===== src/rtl/wb_pwm_fader.sv =====
// Fade scheduler: steps each channel's PWM duty by +/-1 per fade tick toward a software target, pushing updates to wb_pwm.
// Latency: slave ack 1 cycle after cyc&stb; each changed channel costs SCAN+REQ+WAIT (3 cycles with a 1-cycle ack), unchanged 1 cycle.
// Backpressure: slave never stalls; master holds adr/dat/stb stable while m_wb_stall_i is high and waits for m_wb_ack_i.
module wb_pwm_fader #(
   parameter int CHANNEL_NUM = 3,
   parameter int TICK_DIV    = 1024
) (
   input  logic        wb_clk_i,
   input  logic        wb_rst_ni,
   input  logic        s_wb_cyc_i,
   input  logic        s_wb_stb_i,
   input  logic        s_wb_we_i,
   input  logic [3:0]  s_wb_adr_i,
   input  logic [31:0] s_wb_dat_i,
   output logic [31:0] s_wb_dat_o,
   output logic        s_wb_ack_o,
   output logic        s_wb_stall_o,
   output logic        m_wb_cyc_o,
   output logic        m_wb_stb_o,
   output logic        m_wb_we_o,
   output logic [3:0]  m_wb_adr_o,
   output logic [31:0] m_wb_dat_o,
   input  logic        m_wb_stall_i,
   input  logic        m_wb_ack_i
);

   localparam int              CNT_W   = $clog2(TICK_DIV);
   localparam logic [CNT_W-1:0] CNT_MAX = CNT_W'(TICK_DIV - 1);
   localparam logic [CNT_W-1:0] CNT_ONE = CNT_W'(1);
   localparam logic [3:0]      LAST_CH = 4'(CHANNEL_NUM - 1);

   typedef enum logic [2:0] {INIT, IDLE, SCAN, REQ, WAIT} state_t;

   state_t           state, state_nxt;
   logic [7:0]       target  [CHANNEL_NUM];
   logic [7:0]       current [CHANNEL_NUM];
   logic             enable, pending, init_mode;
   logic [3:0]       ch;
   logic [CNT_W-1:0] tick_cnt;
   logic             tick;
   logic [7:0]       cur_sel, tgt_sel;
   logic [31:0]      rd_dat;
   logic             step_up, step_dn, ch_next, ch_zero, pend_clr, init_done;
   logic             s_acc, s_wr;
   logic             dat_unused;

   assign s_acc        = s_wb_cyc_i & s_wb_stb_i;
   assign s_wr         = s_acc & s_wb_we_i;
   assign s_wb_stall_o = 1'b0;
   assign tick         = enable && (tick_cnt == CNT_MAX);
   assign dat_unused   = ^s_wb_dat_i[31:8];

   // Master outputs come straight from the state register so reset clears them asynchronously
   assign m_wb_stb_o = (state == REQ);
   assign m_wb_cyc_o = (state == REQ) || (state == WAIT);
   assign m_wb_we_o  = m_wb_stb_o;
   assign m_wb_adr_o = m_wb_stb_o ? ch : 4'd0;
   assign m_wb_dat_o = m_wb_stb_o ? {24'd0, cur_sel} : 32'd0;

   // Select the registers of the channel the scheduler is working on
   always_comb begin
      cur_sel = 8'd0;
      tgt_sel = 8'd0;
      for (int i = 0; i < CHANNEL_NUM; i++) begin
         if (ch == 4'(i)) begin
            cur_sel = current[i];
            tgt_sel = target[i];
         end
      end
   end

   // Slave read mux: channel status words and the enable register
   always_comb begin
      rd_dat = 32'd0;
      if (s_wb_adr_i == 4'hF) rd_dat = {31'd0, enable};
      for (int i = 0; i < CHANNEL_NUM; i++) begin
         if (s_wb_adr_i == 4'(i)) rd_dat = {23'd0, current[i] != target[i], current[i]};
      end
   end

   // Scheduler next-state and control strobes; INIT shares the REQ/WAIT path with normal passes
   always_comb begin
      state_nxt = state;
      step_up   = 1'b0;
      step_dn   = 1'b0;
      ch_next   = 1'b0;
      ch_zero   = 1'b0;
      pend_clr  = 1'b0;
      init_done = 1'b0;
      case (state)
         INIT: state_nxt = REQ;
         IDLE: begin
            if (pending) begin
               pend_clr  = 1'b1;
               ch_zero   = 1'b1;
               state_nxt = SCAN;
            end
         end
         SCAN: begin
            if (cur_sel < tgt_sel) begin
               step_up   = 1'b1;
               state_nxt = REQ;
            end else if (cur_sel > tgt_sel) begin
               step_dn   = 1'b1;
               state_nxt = REQ;
            end else if (ch == LAST_CH) begin
               state_nxt = IDLE;
            end else begin
               ch_next = 1'b1;
            end
         end
         REQ: begin
            if (!m_wb_stall_i) state_nxt = WAIT;
         end
         WAIT: begin
            if (m_wb_ack_i) begin
               if (ch == LAST_CH) begin
                  init_done = init_mode;
                  state_nxt = IDLE;
               end else begin
                  ch_next   = 1'b1;
                  state_nxt = init_mode ? INIT : SCAN;
               end
            end
         end
         default: state_nxt = INIT;
      endcase
   end

   // Scheduler state, channel pointer and init-sweep flag
   always_ff @(posedge wb_clk_i or negedge wb_rst_ni) begin
      if (!wb_rst_ni) begin
         state     <= INIT;
         ch        <= 4'd0;
         init_mode <= 1'b1;
      end else begin
         state <= state_nxt;
         if (ch_zero)      ch <= 4'd0;
         else if (ch_next) ch <= ch + 4'd1;
         if (init_done) init_mode <= 1'b0;
      end
   end

   // Register file: software targets, enable, and the +/-1 duty steps taken in SCAN
   always_ff @(posedge wb_clk_i or negedge wb_rst_ni) begin
      if (!wb_rst_ni) begin
         enable <= 1'b0;
         for (int i = 0; i < CHANNEL_NUM; i++) begin
            target[i]  <= 8'd0;
            current[i] <= 8'd0;
         end
      end else begin
         if (s_wr && (s_wb_adr_i == 4'hF)) enable <= s_wb_dat_i[0];
         for (int i = 0; i < CHANNEL_NUM; i++) begin
            if (s_wr && (s_wb_adr_i == 4'(i))) target[i] <= s_wb_dat_i[7:0];
            if (ch == 4'(i)) begin
               if (step_up)      current[i] <= current[i] + 8'd1;
               else if (step_dn) current[i] <= current[i] - 8'd1;
            end
         end
      end
   end

   // Fade tick divider; ticks landing on an already pending step merge into it, disable drops any pending step
   always_ff @(posedge wb_clk_i or negedge wb_rst_ni) begin
      if (!wb_rst_ni) begin
         tick_cnt <= '0;
         pending  <= 1'b0;
      end else begin
         if (!enable)   tick_cnt <= '0;
         else if (tick) tick_cnt <= '0;
         else           tick_cnt <= tick_cnt + CNT_ONE;
         if (!enable)       pending <= 1'b0;
         else if (tick)     pending <= 1'b1;
         else if (pend_clr) pending <= 1'b0;
      end
   end

   // Slave response: registered ack with read data valid alongside it
   always_ff @(posedge wb_clk_i or negedge wb_rst_ni) begin
      if (!wb_rst_ni) begin
         s_wb_ack_o <= 1'b0;
         s_wb_dat_o <= 32'd0;
      end else begin
         s_wb_ack_o <= s_acc;
         s_wb_dat_o <= (s_acc && !s_wb_we_i) ? rd_dat : 32'd0;
      end
   end

endmodule

===== config.mk =====
export PLATFORM = sky130hd
export DESIGN_NAME = wb_pwm_fader
export DESIGN_NICKNAME = d
export VERILOG_FILES = /design/src/rtl/wb_pwm_fader.sv
export SDC_FILE = /design/constraint.sdc
export NUM_CORES = 1
export LEC_CHECK = 0
export BUFFER_PORTS_ARGS = -buffer_cell sky130_fd_sc_hd__buf_2
export CAP_MARGIN = 20
export CORE_ASPECT_RATIO = 0.7
export CORE_UTILIZATION = 50
export CTS_CLUSTER_DIAMETER = 200
export CTS_CLUSTER_SIZE = 8
export DETAILED_ROUTE_END_ITERATION = 8
export PLACE_DENSITY = 0.78
export SLEW_MARGIN = 20
export SYNTH_ARGS = -nofsm -noshare
export SYNTH_HDL_FRONTEND = slang
export SYNTH_SLANG_ARGS = --single-unit

===== constraint.sdc =====
create_clock -name wb_clk_i -period 3.9 [get_ports wb_clk_i]
set_input_delay 1.17 -clock wb_clk_i [delete_from_list [all_inputs] [get_ports wb_clk_i]]
set_output_delay 1.17 -clock wb_clk_i [all_outputs]
set_load 0.01 [all_outputs]

==> results of run 1 <==
-- cell families (layout without fill, tap and decap cells) --
kind of cell,Yosys count,in the layout,synth area share [%]
AND/OR/NAND/NOR,153,153,14.4
AO/OA/AOI/OAI,116,116,14.3
buffers and inverters,82,140,9.82
flip-flops,78,78,36.4
XOR/XNOR,54,54,8.82
multiplexers,36,36,7.54
adder cells (fa/ha/maj),35,35,8.59
other,1,48,0.0699
-- flip-flops by register name, indices dropped and copies added, names as in the netlist, 3 cells and up --
name / cells
current: 24
target: 24
state: 3
tick_cnt: 10
s_wb_dat_o: 9
ch: 4
-- power by group --
group	switching [mW]	leakage (nW)	total, mW	internal, mW
Combinational	2.46	1.97	5.04	2.58
Clock	0.348	0.139	0.848	0.500
Sequential	0.332	1.02	1.32	0.990
-- cell usage in the layout, fill, tap and decap left out, types with 20 or more instances in the layout --
master | Yosys | layout
nor2_1 | 38 | 38
conb_1 | 1 | 48
xnor2_1 | 33 | 33
buf_2 | 5 | 42
a22oi_1 | 22 | 20
xor2_1 | 21 | 20
dfrtp_1 | 77 | 77
mux2_2 | 35 | 35
nand2_1 | 42 | 39
buf_4 | 52 | 59
-- layer usage --
metal / GRT usage, % / vias up
met5: 0 / -
met4: 7.67 / 0
met3: 5.93 / 40
met2: 42.1 / 198
met1: 32.8 / 2222
li1: - / 2071
-- path summary, 6_finish.rpt --
path                                 from     endpoint  slack [ps]  depth (start not counted)
worst max-delay path                ch[0]   current[7]        -330                         21
max in group asynchronous       wb_rst_ni  current[16]        2280                          1
worst min-delay path            init_mode    init_mode         460                          1
worst max register to register      ch[0]   current[7]        -330                         21
worst min register to register  init_mode    init_mode         460                          1
min in group asynchronous       wb_rst_ni  tick_cnt[7]        1000                          1
-- what timing repair did --
item	4_1_cts	5_1_grt
pin swaps	3	35
gates resized for setup	12	70
setup endpoints to repair	8	12
cloned	0	1
buffers inserted	3	20
-- through the flow --
step	cells	hold slack (ps)
5_1_grt	792	487
4_1_cts	771	465
6_report	792	460
3_5_place_dp	752	456
3_3_place_gp	752	449
2_1_floorplan	602	441
-- final cells by class --
class | instances | area, um2
fill | 755 | 3680
multi-input combinational | 442 | 3410
sequential | 78 | 1950
timing repair buffer | 111 | 832
clock buffer | 10 | 229
tap | 132 | 165
clock inverter | 6 | 71.3
inverter | 13 | 48.8
==> impl_metrics.toml, run 1 <==
[run_status]
status = "complete, but fails checks"
violations = "setup timing"

[cells_and_area]
fin_nets = 733
final_util_pct = 64.6
final_area_um2 = 6710
antenna-diode-count = 0
syn2layout_area_growth_pct = 25.2
drive_gt1_share_pct = 35.3

[floorplanning]
std_cell_rows = 31
core-area_um2 = 10400
die_w_um = 126
pin_count = 116
die_h_um = 88.6
start_util_pct = 51.6
die_area_um2 = 11100

[clock_network]
clk_pin_slew_worst_paths_ps = 60
htreeDepth = 3
clockRootBuffer = "clkbuf_16"
ctsHoldBuffers = 0
tritoncts = "yes"
cts_made_buffers = 9
cts.sinks = 78
worstSkewPairLatency_ps = 340
clockBufferDepth = 2

[detailed_routing]
dr.max_layer_used = "met4"
wirelength_mm = 14.3
drc = 0
drt_iter0_drc = 492
via_per_inst = 5.72
dr.pass1.iters = 5
vias = 4531
wl_met1_mm = 5.94
met2_length_mm = 6.86
route.met3.wl_mm = 1.20
wl_per_cell_um = 18.1
antenna_left = 0

[synth]
synthTopCellsByCount = "dfrtp_1, buf_4, nand2_1"
syn_inst = 555
ys_seq_area_share_pct = 36.4
synth.area.top_cells = "dfrtp_1, ha_1, mux2_2"
async_flop_share_pct = 100
postSynthAreaPerCell_um2 = 9.66
synth_ff_type = "dfrtp_1"
synth_top_cell_area_share_pct = 35.9
yosysMostFrequentCell = "dfrtp_1"
yosysWarnings = 0
syn-cell-area_um2 = 5360
synth_edf_count = 0
synth_cell_types = 58
synth_seq_cells = 78
synth_top_area_cell = "dfrtp_1"

[grt]
grt_pass1_wl_mm = 21.5
grt_pass1_vias = 4329
grt_start_max_net_pins = 79
grt_overflow = 0
track_usage_pct = 25.1
grt_antenna_before_repair = 0

[timing]
period_share_pct = 108
fin_crit_ps = 4230
setup-violations-final = 7
rsz0062_at_grt = "true"
fin_ws_ps = -329
slew_headroom_pct = 34.5
hold_viol = 0
fmax_mhz = 236
tightest_slew_ps = 983
skew_ps = 5.95
tns_ps = -1130
slew_violations = 0

[critical_path]
crit_path_start_kind = "flop"
critPathBufInv = 5
path_delay_family = "compound AO/OA/AOI/OAI gates"
crit_arrival_ps = 4490
critical-path-max-stage-delay_ps = 430
slowest_stage = "dfrtp_1"
worstPathMaxFanout = 6
crit_required_ps = 4160
cp-end-kind = "flop"
crit_type = "reg2reg"
path_cells = "inv_2 > ha_4 > nor4b_4 > buf_4 > clkbuf_16 > a221oi_2 > a21oi_1 > ha_1 > nor2b_1 > o21bai_1 > a21o_2 > nand2_4 > buf_4 > buf_6 > ha_4 > a21oi_2 > o22ai_2 > o41a_1 > a21o_1 > a21oi_2 > xor2_1"

[power_and_ir_drop]
power_mw = 7.21
power_leakage_nw = 3.14
power_density_nw_per_um2 = 1070
irDropWorstVdd_uv = 713

[placed_design]
place_hpwl_mm = 9.70
port_buffers = 43
placed_area_um2 = 5840
place_ws_ps = -255
place_congestion = 0.911

[job]
drv_cap = 0

[min_path]
hold_class = "reg2reg"
(Power assumes the default switching activity.)
==> inputs of run 2 (changes only) <==
PLACE_DENSITY = 0.75   (was 0.78)
clock period = 4.1 ns   (was 3.9 ns; I/O delays follow)
==> run 2 against run 1 <==
Against the previous run: the flow now finishes without violations; global-route usage down 0.75 points; die area is the same; count of clock-buffer cells in the layout rose by 2; utilization is 2.7 points lower; total power shrank 14%; highest routed layer unchanged; hold slack improved by 5.7 ps; routed wire length fell by 4.8%; via count fell by 5.3%; cell count decreased by 2.5%; sequential cell count is the same; non-clock buffer count down 20; largest power group unchanged; setup slack improved by 390 ps.
==> impl_metrics.toml, run 2 (synthesis gave the netlist of run 1 again) <==
[run_status]
status = "finished clean"

[grt]
grt_pass1_vias = 4133
track_usage_pct = 24.4
grt_start_max_net_pins = 79
grt_overflow = 0
grt_antenna_before_repair = 0
grt_pass1_wl_mm = 20.5

[floorplanning]
die_h_um = 88.6
std_cell_rows = 31
start_util_pct = 51.6
pin_count = 116
die_w_um = 126
die_area_um2 = 11100
core-area_um2 = 10400

[critical_path]
crit_required_ps = 4330
critPathBufInv = 4
critical-path-max-stage-delay_ps = 410
crit_arrival_ps = 4260
worstPathMaxFanout = 37
cp-end-kind = "flop"
crit_path_start_kind = "flop"
path_delay_family = "compound AO/OA/AOI/OAI gates"
slowest_stage = "dfrtp_1"
crit_type = "reg2reg"
reg2reg_depth = 20
cp.depth = 20
path_cells = "inv_2 > buf_4 > ha_1 > and2_1 > buf_12 > a221oi_2 > a21oi_1 > ha_1 > nor2b_1 > o21bai_1 > a21o_2 > nand2_8 > clkbuf_16 > ha_4 > nand3_2 > o2111ai_2 > o211ai_1 > nor3b_1 > o21bai_1 > xnor2_1"

[power_and_ir_drop]
p_switching_mw = 2.69
comb_power_share_pct = 66.2
power_mw = 6.21
power.share.switching_pct = 43.3
pwr-share-seq_pct = 20.0
irDropWorstVdd_uv = 693
p_int_mw = 3.52
power_density_nw_per_um2 = 964
clkPwrFrac_pct = 13.8
power_leakage_nw = 3.04

[detailed_routing]
vias = 4292
drc = 0
dr.pass1.iters = 4
antenna_left = 0
drt_iter0_drc = 347
wl_per_cell_um = 17.7
wirelength_mm = 13.7
via_per_inst = 5.56

[cells_and_area]
final_common_cell = "dfrtp_1"
drive_gt1_share_pct = 29.4
instances_no_fill = 772
syn2layout_area_growth_pct = 20.0
final_cell_mix = "dfrtp_1, conb_1, buf_2, buf_4, nand2_1"
fin_nets = 713
top_regs = "current: 24 flops, target: 24 flops, tick_cnt: 10 flops"
fill_cells = 847
antenna-diode-count = 0

[clock_network]
cts.sinks = 78
ctsHoldBuffers = 0
tritoncts = "yes"
worstSkewPairLatency_ps = 340
htreeDepth = 3
clk_pin_slew_worst_paths_ps = 60
clockBufferDepth = 2
clockRootBuffer = "clkbuf_16"
cts_made_buffers = 9

[placed_design]
place_hpwl_mm = 9.69
placed_cells = 748
place_congestion = 0.859
port_buffers = 43

[timing]
hold_viol = 0
slew_headroom_pct = 63.3
period_share_pct = 98.4
fmax_mhz = 248
slew_violations = 0
rsz0062_at_grt = "true"
skew_ps = 5.79
setup-violations-final = 0
fin_crit_ps = 4040
tns_ps = 0
tightest_slew_ps = 549

[job]
drv_cap = 0

[min_path]
hold_class = "reg2reg"
worstHoldPathCells = 1
-- run 2: cell types whose count changed in the layout (fill, tap and decap cells not counted), moves of 3 or more --
| cell | before | now |
|---|---|---|
| o21ai_0 | 15 | 23 |
| a21oi_2 | 16 | 9 |
| a21oi_1 | 14 | 21 |
| buf_4 | 59 | 42 |
| ha_4 | 13 | 7 |
| o21ai_1 | 11 | 4 |
| buf_6 | 3 | 0 |
| ha_1 | 18 | 24 |
-- run 2: worst paths after layout --
check / startpoint / to / slack, ps
worst max register to register: ch[0] / current[15] / 60
worst max-delay path: ch[0] / current[15] / 60
min in group asynchronous: wb_rst_ni / target[13] / 770
max in group asynchronous: wb_rst_ni / current[5] / 2760
worst min-delay path: init_mode / init_mode / 470
worst min register to register: init_mode / init_mode / 470
-- run 2: power groups by stage --
stage | registers [mW] | logic (mW) | clock network (mW)
2_1_floorplan | 1.13 | 2.44 | 0
3_3_place_gp | 1.22 | 3.33 | 0
3_5_place_dp | 1.23 | 3.50 | 0
4_1_cts | 1.22 | 3.55 | 0.860
5_1_grt | 1.26 | 4.47 | 0.895
6_report | 1.24 | 4.11 | 0.854
-- run 2: worst register-to-register path, stage by stage, from the launching register on --
cell,delay [ps]
dfrtp_1,410
inv_2,80
buf_4,150
ha_1,190
and2_1,170
buf_12,180
a221oi_2,210
a21oi_1,100
ha_1,320
nor2b_1,140
o21bai_1,160
a21o_2,220
nand2_8,100
clkbuf_16,190
ha_4,290
nand3_2,90
o2111ai_2,230
o211ai_1,200
nor3b_1,250
o21bai_1,130
xnor2_1,140
-- run 2: metal layers --
layer  part of all wire, %  vias up  track usage (%)
li1                      -     2012                -
met1                    44     2107             31.7
met2                    47      147             40.6
met3                   7.2       26             5.62
met4                   2.0        0             8.43
met5                     0        -                0
-- run 2: stage by stage --
| stage | cell area (um2) | util [%] | hold WS [ps] | setup slack (ps) |
|---|---|---|---|---|
| after detailed placement | 5800 | 55.8 | 457 | -130 |
| after floorplan | 5550 | - | 441 | 31.1 |
| after global placement | 5800 | 55.8 | 449 | 44.5 |
| after CTS | 6130 | 59.0 | 465 | 32.1 |
| after global routing | 6440 | 61.9 | 472 | -35.1 |
| final | 6440 | 61.9 | 466 | 64.4 |
-- run 2: what timing repair did --
item                                    CTS  global route
endpoints found under the hold margin     0             0
pin swaps                                 1            13
buffers inserted                          0             5
endpoints found under the setup margin    6            12
cloned                                    0             2
resized for setup                         8            36
-- run 2: layout make-up --
| cell class | instances | area, um2 | area share [%] |
|---|---|---|---|
| clock inverter | 4 | 70.1 | 1.09 |
| multi-input combinational | 442 | 3270 | 50.8 |
| timing repair buffer | 91 | 683 | 10.6 |
| inverter | 13 | 48.8 | 0.758 |
| tap | 132 | 165 | 2.57 |
| sequential | 78 | 1950 | 30.3 |
| clock buffer | 12 | 246 | 3.83 |
==> inputs of run 3 (changes only) <==
--- a/config.mk
+++ b/config.mk
@@ -11,2 +11,3 @@
 export CORE_UTILIZATION = 50
+export CTS_BUF_LIST = sky130_fd_sc_hd__clkbuf_4 sky130_fd_sc_hd__clkbuf_8
 export CTS_CLUSTER_DIAMETER = 200
==> constraint.sdc (replaced) <==
create_clock -name wb_clk_i -period 4.1 [get_ports wb_clk_i]
set_input_delay 0 -clock wb_clk_i [delete_from_list [all_inputs] [get_ports wb_clk_i]]
set_output_delay 0 -clock wb_clk_i [all_outputs]
set_load 0.01 [all_outputs]
==> run 3 against run 2 <==
Against the previous run: cell count increased by 1.3%; critical path depth unchanged; combinational power about the same; critical endpoint is now current[7].
==> impl_metrics.toml, run 3 (synthesis gave the netlist of run 1 again) <==
[power_and_ir_drop]
power.share.switching_pct = 44.9
p_switching_mw = 2.66
clkPwrFrac_pct = 9.7
power_mw = 5.92
pwr-share-seq_pct = 20.8
irDropWorstVdd_uv = 583
power_leakage_nw = 3.02
power_density_nw_per_um2 = 925
comb_power_share_pct = 69.5
p_int_mw = 3.26

[detailed_routing]
drt_iter0_drc = 357
wirelength_mm = 13.6
wl_per_cell_um = 17.4
dr.pass1.iters = 5
vias = 4252
via_per_inst = 5.44
antenna_left = 0
drc = 0

[placed_design]
place_congestion = 0.881
placed_cells = 744
port_buffers = 43
place_ws_ps = -31.2
placed_area_um2 = 5770
place_hpwl_mm = 9.82

[critical_path]
cp-end-kind = "flop"
crit_required_ps = 4390
endpoint = "current[7]"
crit_path_start_kind = "flop"
reg2reg_depth = 20
worstPathMaxFanout = 7
r2r_slack_ps = 10
r2r-end = "current[7]"
timing.rr.start = "ch[0]"
cp-startpoint = "ch[0]"
crit_type = "reg2reg"
crit_arrival_ps = 4380

[timing]
fmax_mhz = 245
slew_violations = 0
tns_ps = 0
period_share_pct = 99.7
tightest_slew_ps = 977
rsz0062_at_grt = "true"
holdWs_ps = 41.6
setup-violations-final = 0
skew_ps = 8.15
hold_viol = 0
slew_headroom_pct = 34.9
fin_ws_ps = 12.5
fin_crit_ps = 4090

[cells_and_area]
final_util_pct = 61.6
top_regs = "current: 24 flops, target: 24 flops, tick_cnt: 10 flops"
fin_nets = 723
final_common_cell = "dfrtp_1"
syn2layout_area_growth_pct = 19.4
instances_no_fill = 782
drive_gt1_share_pct = 28.3
multiInputGateArea_um2 = 3270
final_cell_mix = "dfrtp_1, conb_1, buf_2"
antenna-diode-count = 0
fill_cells = 839
ff_latch_area_um2 = 1950
final_area_um2 = 6400

[grt]
grt_pass1_wl_mm = 20.9
grt_pass1_vias = 4153
track_usage_pct = 24.8
grt_antenna_before_repair = 0
grt_start_max_net_pins = 79
grt_overflow = 0

[floorplanning]
core-area_um2 = 10400
die_h_um = 88.6
die_area_um2 = 11100
start_util_pct = 51.6
die_w_um = 126
pin_count = 116
std_cell_rows = 31

[min_path]
hold_class = "in2reg"

[clock_network]
worstSkewPairLatency_ps = 360
cts_made_buffers = 9
htreeDepth = 3
clockBufferDepth = 2
clockRootBuffer = "clkbuf_8"
tritoncts = "yes"
cts.sinks = 78
clk_pin_slew_worst_paths_ps = 80

[job]
drv_cap = 0

[run_status]
status = "finished clean"
==> run 3: final cells by class <==
class,instances,share of cell area [%]
multi-input combinational,443,51.1
sequential,78,30.5
timing repair buffer,100,12.0
tap,132,2.58
clock buffer,12,2.29
inverter,13,0.762
clock inverter,4,0.742
==> run 3: worst min-delay path by stage <==
stage / slack, ps / start / end / cells past startpoint
after global placement: 210 / wb_rst_ni / target[9] / 1
after global routing: 70 / s_wb_adr_i[3] / s_wb_dat_o[8] / 4
after detailed placement: 220 / wb_rst_ni / target[8] / 1
after CTS: 30 / m_wb_stall_i / state[0] / 5
after floorplan: -300 / wb_rst_ni / ch[0] / 0
final: 40 / m_wb_stall_i / state[0] / 5
==> run 3: timing repair <==
action,CTS,global route
gates cloned,0,3
hold buffers,12,0
pin swaps,0,12
setup buffers,0,6
setup endpoints to repair,3,11
endpoints found under the hold margin,106,0
resized for setup,1,39
==> run 3: power groups by stage <==
| stage | combinational, mW | clock (mW) | sequential [mW] |
|---|---|---|---|
| floorplan | 2.44 | 0 | 1.13 |
| global placement | 3.31 | 0 | 1.21 |
| detailed placement | 3.49 | 0 | 1.22 |
| CTS | 3.51 | 0.590 | 1.21 |
| global route | 4.50 | 0.621 | 1.25 |
| finish | 4.12 | 0.575 | 1.23 |
==> run 3: critical path, stage by stage, from the launching register on <==
cell and delay [ps]:
dfrtp_2 420, inv_2 70, ha_4 160, nor4b_4 120, buf_4 160, buf_12 120
clkbuf_16 150, a22oi_1 220, o21ai_1 110, ha_1 330, nand2_1 100, o21bai_2 220
a21o_4 260, nand2_8 110, ha_1 240, a21oi_2 180, o22ai_2 100, o41a_1 430
a21o_1 190, a21oi_2 160, xor2_1 160
==> run 3: routing by layer <==
layer | GRT usage, % | up-vias | routed length (um)
met5 | 0 | - | 0
met4 | 4.05 | 0 | 138
met3 | 5.56 | 13 | 1040
met2 | 41.7 | 126 | 6440
met1 | 33.7 | 2074 | 5960
li1 | - | 2039 | -
